**src/rtl/regfile_sb.sv**
```systemverilog
// Register file with per-register pending scoreboard; reg 0 reads zero and is never pending.
// Latency: reads, rbusy and iss_ready are combinational; writes, issues and pend_cnt update on the clock edge.
// Backpressure: only iss_ready, and the caller stalls on it; wen is never stalled. REGFILE_BYPASS_EN adds write-through forwarding.
module regfile_sb #(
    parameter int WIDTH     = 32,
    parameter int ADDR_BITS = 5,
    parameter int NREAD     = 2
) (
    input  logic                       clk,
    input  logic                       reset,
    input  logic [NREAD*ADDR_BITS-1:0] rn,
    output logic [NREAD*WIDTH-1:0]     ro,
    output logic [NREAD-1:0]           rbusy,
    input  logic                       wen,
    input  logic [ADDR_BITS-1:0]       wregn,
    input  logic [WIDTH-1:0]           wdata,
    input  logic                       iss_en,
    input  logic [ADDR_BITS-1:0]       iss_regn,
    output logic                       iss_ready,
    output logic [ADDR_BITS:0]         pend_cnt
);

    localparam int DEPTH = 2**ADDR_BITS;
    localparam logic [ADDR_BITS:0] CNT_ONE = {{ADDR_BITS{1'b0}}, 1'b1};

    logic [WIDTH-1:0]     regs [DEPTH];
    logic [DEPTH-1:0]     pending;
    logic [ADDR_BITS-1:0] ra [NREAD];
    logic                 wr_hit;
    logic                 iss_acc;
    logic                 cnt_inc;
    logic                 cnt_dec;

    for (genvar k = 0; k < NREAD; k++) begin : g_ra
        assign ra[k] = rn[k*ADDR_BITS +: ADDR_BITS];
    end

    assign wr_hit = wen && (wregn != '0);

    always_comb begin
        iss_ready = (iss_regn == '0) || !pending[iss_regn];
`ifdef REGFILE_BYPASS_EN
        if (wr_hit && (iss_regn == wregn)) begin
            iss_ready = 1'b1;
        end
`endif
    end

    assign iss_acc = iss_en && iss_ready && (iss_regn != '0);

    // Count moves only on real 0->1 / 1->0 transitions of the pending vector.
    assign cnt_inc = iss_acc && !pending[iss_regn];
    assign cnt_dec = wr_hit && pending[wregn] && !(iss_acc && (iss_regn == wregn));

    always_ff @(posedge clk) begin
        if (reset) begin
            pending  <= '0;
            pend_cnt <= '0;
            for (int i = 0; i < DEPTH; i++) begin
                regs[i] <= '0;
            end
        end else begin
            if (wr_hit) begin
                regs[wregn]    <= wdata;
                pending[wregn] <= 1'b0;
            end
            // Issue after write so a same-register set wins over the clear.
            if (iss_acc) begin
                pending[iss_regn] <= 1'b1;
            end
            pending[0] <= 1'b0;
            if (cnt_inc && !cnt_dec) begin
                pend_cnt <= pend_cnt + CNT_ONE;
            end else if (cnt_dec && !cnt_inc) begin
                pend_cnt <= pend_cnt - CNT_ONE;
            end
        end
    end

    always_comb begin
        ro    = '0;
        rbusy = '0;
        for (int k = 0; k < NREAD; k++) begin
            ro[k*WIDTH +: WIDTH] = (ra[k] == '0) ? '0 : regs[ra[k]];
            rbusy[k]             = pending[ra[k]];
`ifdef REGFILE_BYPASS_EN
            if (wr_hit && (ra[k] == wregn)) begin
                ro[k*WIDTH +: WIDTH] = wdata;
                rbusy[k]             = iss_en && (iss_regn == wregn);
            end
`endif
        end
    end

endmodule

```
**config.mk**
```make
export PLATFORM = sky130hd
export DESIGN_NAME = regfile_sb
export DESIGN_NICKNAME = d
export VERILOG_FILES = /design/src/rtl/regfile_sb.sv
export SDC_FILE = /design/constraint.sdc
export NUM_CORES = 2
export LEC_CHECK = 0
export BUFFER_PORTS_ARGS = -buffer_cell sky130_fd_sc_hd__buf_2
export CAP_MARGIN = 20
export CELL_PAD_IN_SITES_DETAIL_PLACEMENT = 1
export CELL_PAD_IN_SITES_GLOBAL_PLACEMENT = 2
export CORE_MARGIN = 4
export CORE_UTILIZATION = 46
export DETAILED_ROUTE_END_ITERATION = 16
export GPL_TIMING_DRIVEN = 0
export PLACE_DENSITY = 0.79
export SLEW_MARGIN = 20
export SYNTH_ARGS = -nofsm -noshare
export SYNTH_HDL_FRONTEND = slang
export SYNTH_SLANG_ARGS = --single-unit
```
**constraint.sdc**
```tcl
create_clock -name clk -period 5.23 [get_ports clk]
set_clock_uncertainty 0.05 [all_clocks]
set_input_delay 1.046 -clock clk [delete_from_list [all_inputs] [get_ports clk]]
set_output_delay 1.046 -clock clk [all_outputs]
set_load 0.03 [all_outputs]
```
# Yosys cells after proc, flatten, opt, wreduce, memory -nomap -nowiden
# Memories as Yosys holds them, arrays and structs flattened.
# Cells that the tools add are included.
dict set report word_totals {
  regBits 38
  latch_bits 0
  ram_bits 1024
  rom_bits 0
  inputBits 56
  output_inout_bits 73
  word_cells 66
  mem_count 1
}
dict set report classes {
  addsub 2
  n_mul 0
  n_div 0
  order_cmp 6
  n_eq_ne 1
  n_shift 0
  n_mux 27
  bitwise 3
  reduce_logical 23
}
# name depth width read_ports rd_clocked_by_memory_dff wr line
set memory_table {}
lappend memory_table {regs 32 32 2 0 32 26} ;# logic [WIDTH-1:0] regs [DEPTH];
# cell n
set ops {}
lappend ops {{32-bit two-way mux} 6}
lappend ops {{32-bit bitwise AND} 1}
lappend ops {{32-bit NOT} 1}
lappend ops {{32-bit bitwise OR} 1}
lappend ops {{32-bit OR reduction} 1}
lappend ops {{5-bit by 6-bit less-than comparator with 1-bit output, second input constant} 4}
lappend ops {{1-bit binary-select mux with 5-bit select} 4}
lappend ops {{5-bit logical NOT} 3}
lappend ops {{1-bit two-way mux} 12}
lappend ops {{6-bit two-way mux} 2}
lappend ops {{1-bit logical AND} 11}
lappend ops {{1-bit demux with 5-bit select} 2}
lappend ops {{5-bit by 1-bit >= comparator with 1-bit output, second input constant} 2}
lappend ops {{5-bit nonzero test} 2}
lappend ops {{6-bit by 1-bit adder with 6-bit output, second input constant} 1}
lappend ops {{6-bit by 1-bit subtractor with 6-bit output, second input constant} 1}
lappend ops {{5-bit == test} 1}
lappend ops {{5-bit two-way mux} 1}
lappend ops {{1-bit logical NOT} 4}
lappend ops {{2-bit nonzero test} 1}
lappend ops {{1-bit logical OR} 1}

# Depth between registers and ports, before layout
dict set report depth {
  ltp_word 12
  depth_mapped 14
  ltp_nobuf 11
}

# Worst setup path after synthesis
# No wires, ideal clock.
dict set report synth_timing {
  kind {input-to-reg}
  from {input port wregn[4]}
  to {register pending[11]}
  setup_time_ps 263
  arrival_time_ps 4445
  required_ps 4917
  path_slack_ps 471
  cell_stages 5
  n_path_buf 2
  cell_sequence {clkbuf_1 -> or3b_2 -> clkbuf_1 -> o21ai_0 -> o32ai_1}
}
dict set report synth_between {
  elab_chain_cells 10
  word_cells_on_any_way 13
  cone_classes {order compare (2); mux (5); bitwise (3); reduce/logical (3)}
}
# element line
set synth_lines {}
lappend synth_lines {{from (decl)} 15} ;# input logic [ADDR_BITS-1:0] wregn,
lappend synth_lines {{5-bit by 6-bit less-than comparator with 1-bit output (implied by the code) or 5-bit by 1-bit >= comparator with 1-bit output (tied branches)} 65} ;# pending[wregn] <= 1'b0;
lappend synth_lines {{1-bit logical AND (implied by the code)} 65}
lappend synth_lines {{1-bit two-way mux (implied by the code)} 65}
lappend synth_lines {{1-bit demux with 5-bit select} 65}
lappend synth_lines {{32-bit NOT (no line)} n/a}
lappend synth_lines {{32-bit bitwise AND (no line)} n/a}
lappend synth_lines {{32-bit two-way mux (*)} 63} ;# if (wr_hit) begin
lappend synth_lines {{32-bit two-way mux (*)} 56} ;# if (reset) begin
lappend synth_lines {{32-bit bitwise OR (no line)} n/a}
lappend synth_lines {{32-bit two-way mux (*)} 68} ;# if (iss_acc) begin
lappend synth_lines {{to (signal assigned)} 57} ;# pending <= '0;
lappend synth_lines {{to (signal, indexed assignment)} 65}
lappend synth_lines {{to (signal, indexed assignment)} 69} ;# pending[iss_regn] <= 1'b1;
lappend synth_lines {{to (decl)} 27} ;# logic [DEPTH-1:0] pending;
# Mark *: on every way between the ends. The rest lies on a longest branch, timed or not. The select of a mux whose other input is x is not followed.
# A chain may end at the register's enable or synchronous reset.

# Worst setup path in the final report
dict set report layout_timing {
  from {input port rn[1]}
  to {output port ro[21]}
}
dict set report layout_between {
  elab_chain_cells 2
  word_cells_on_any_way 3
  cone_classes {mux (1); reduce/logical (1); memory (1)}
}
# element line
set layout_lines {}
lappend layout_lines {{from (decl)} 11} ;# input logic [NREAD*ADDR_BITS-1:0] rn,
lappend layout_lines {{memory read 32 x 32 bit or 5-bit logical NOT (tied branches)} n/a}
lappend layout_lines {{32-bit two-way mux (*)} 84} ;# ro[k*WIDTH +: WIDTH] = (ra[k] == '0) ? '0 : regs[ra[k]];
lappend layout_lines {{to (decl)} 12} ;# output logic [NREAD*WIDTH-1:0] ro,
# Mark *: on every way between the ends. The rest lies on a longest branch, timed or not.

==> results_dict.tcl <==
set metrics [dict create \
    ys_ff_latch 1060 \
    fin_crit_sh_pct 103 \
    setup_viol 7 \
    cp_slowest_stage_delay_ns 0.52 \
    final_nets 4405 \
    synth_edf_count 1023 \
    start_util_pct 46.5 \
    rows 128 \
    vias 40989 \
    cp_max_fo 10 \
    syn_area_um2 56800 \
    clockBufferDepth 3 \
    timing_hold_violations_final 0 \
    crit_chain "buf_2, clkbuf_4, buf_4, buf_2, mux2i_1, nand2_1, a31oi_1, o211ai_1, buf_2" \
    ys.warnings.count 0 \
    post_drt_wl_per_cell_um 39.9 \
    crit_required_ns 4.13 \
    path_clk_slew_ns 0.06 \
    post_cts_buffers 0 \
    setup.worst_path.class "in2out" \
    setup_slack_ns -0.134 \
    final_cell_mix "edfxtp_1, and2_1, mux4_2" \
    crit_slowest_cell "o211ai_1" \
    placed_cells 5848 \
    drcViolationCount 0 \
    async_reset_ff_share_pct 0 \
    crit_arrival_ns 4.27 \
    ir_drop_uv 293 \
    grt_pass1_vias 42072 \
    leakagePower_nw 23.2 \
    max_cap_violations 0 \
    cts_htree_levels 3 \
    viasPerCell 6.75 \
    crit_top_cell "buf_2" \
    ioPinCount 129 \
    drtAntennaViolNets 0 \
    io_buffers 123 \
    finalMaxSlewViolations 0 \
    final.min_clock_period_ns 5.36 \
    layout-drive-gt1-share_pct 21.6 \
    dp_hpwl_mm 178 \
    fmax_ghz 0.186 \
    grt.total_usage_pct 37.0 \
    pre_cts_ws_ns -0.581 \
    cts_buffers 119 \
    chipHeight_um 359 \
    coreArea_um2 122000 \
    syn_inst 3996 \
    fp.dieW_um 359 \
    ys_types 60 \
    synthFlopType "edfxtp_1" \
    cts_tree "done" \
    relSlewSlack_pct 16.8 \
    worstMarginPinSlew_ns 1.24 \
    numClockSinks 1060 \
    grt_pass1_wl_mm 332 \
    wirelength_mm 242 \
    mostFrequentLayoutCell "edfxtp_1" \
    place.gp.congestion 0.938 \
    violations "setup timing" \
    clk_latency_ns 0.72 \
    design.die.area_um2 129000 \
    clockRootBuffer "clkbuf_16" \
    grt_max_degree 21 \
    endpoint_kind "output pin" \
    avgSynthCellArea_um2 14.2 \
    dr.pass1.iters 8 \
    ys_seq_area_share_pct 55.4 \
    grt_remaining_overflow 0 \
    start_kind "input port" \
    ctsHoldBuffers 0 \
    status "finished, violations left" \
    powerDensity_nw_per_um2 323 \
    area_growth_syn_to_layout_pct 15.5 \
    min_path_type "reg2reg" \
    antenna_found_initial 25 \
    finalNonFillerCells 6073 \
    drt_iter0_drc 6276 \
]
[stage by stage]
step                      util, %  total power, mW  hold slack, ns  setup TNS, ns  cell area, um^2
after floorplan                 -             11.8           0.416              0            56900
after global placement       48.7             13.1           0.454       -3653.32            59600
after detailed placement     50.6             13.3           0.468         -10.07            61800
after CTS                    53.6             21.1           0.477              0            65500
after global routing         53.7             21.6           0.498       -0.00428            65600
final                        53.7             21.2           0.475         -0.450            65600
[layout make-up]
type / instances / area, um^2
inverter: 36 / 135
buffer: 417 / 1880
timing repair buffer: 197 / 2490
clock inverter: 59 / 419
fill: 11851 / 56600
clock buffer: 154 / 3130
antenna: 14 / 35.0
sequential: 1060 / 31500
multi-input combinational: 2511 / 24000
tap: 1625 / 2030
[critical path, delay by kind of cell]
family / cells / cell delay (ns)
buffers and inverters: 5 / 1.88
AOI/OAI and AO/OA: 2 / 0.98
muxes: 1 / 0.25
and+or+nand+nor: 1 / 0.07
[path summary, 6_finish.rpt]
check | startpoint | endpoint | slack, ns | cells past startpoint
max | rn[1] | ro[21] | -0.13 | 9
min | pend_cnt[4]$_SDFFE_PP0P_ | pend_cnt[4]$_SDFFE_PP0P_ | 0.48 | 2
max reg2reg | pending[18]$_SDFF_PP0_ | pend_cnt[5]$_SDFFE_PP0P_ | 1.70 | 13
min reg2reg | pend_cnt[4]$_SDFFE_PP0P_ | pend_cnt[4]$_SDFFE_PP0P_ | 0.48 | 2
[registers in the layout (all words and copies together) (netlist names)]
| register | flops |
|---|---|
| pend_cnt | 6 |
| pending | 31 |
| regs | 1023 |
[synth_stat cells, types with 32 or more instances]
library cell | number | area share [%]
buf_2 | 94 | 0.83
mux4_2 | 394 | 16
nand2_1 | 97 | 0.64
a31oi_1 | 62 | 0.68
edfxtp_1 | 1023 | 54
mux2i_1 | 356 | 6.3
a22oi_1 | 132 | 1.7
o21ai_0 | 32 | 0.28
and2_1 | 996 | 11
o211ai_1 | 64 | 0.85
a21oi_1 | 66 | 0.58
dfxtp_1 | 37 | 1.3
clkbuf_1 | 287 | 1.9
nor2_1 | 43 | 0.28
a22o_1 | 64 | 0.99
inv_1 | 36 | 0.24
[layer usage]
metal	GRT usage, %	vias to the layer above	wire length (um)
met3	10.1	685	28200
met2	56.7	2876	109000
met4	20.0	12	15500
met1	48.0	21406	89400
li1	-	16010	-
met5	0.925	-	215
[cell families (layout without fill, tap and decap cells)]
| logic type | count (synthesis) | in the layout | synth area share [%] |
|---|---|---|---|
| AND/OR/NAND/NOR | 1228 | 1228 | 13.0 |
| flip-flops | 1060 | 1060 | 55.4 |
| multiplexers | 757 | 757 | 22.0 |
| AO/OA/AOI/OAI | 486 | 486 | 6.01 |
| buffers and inverters | 455 | 863 | 3.37 |
| adder cells (fa/ha/maj) | 7 | 7 | 0.167 |
| XOR/XNOR | 2 | 2 | 0.0308 |
| other | 1 | 45 | 0.00660 |
[what timing repair did]
action | CTS | global route
setup endpoints to repair | 51 | 10
gates resized for setup | 56 | 22
pin swaps | 2 | 2
[power breakdown]
part	internal [mW]	leakage (nW)	switching [mW]
Combinational	1.14	11.4	2.03
Clock	4.38	1.73	3.61
Sequential	9.78	10.1	0.259
(Power assumes the default switching activity.)
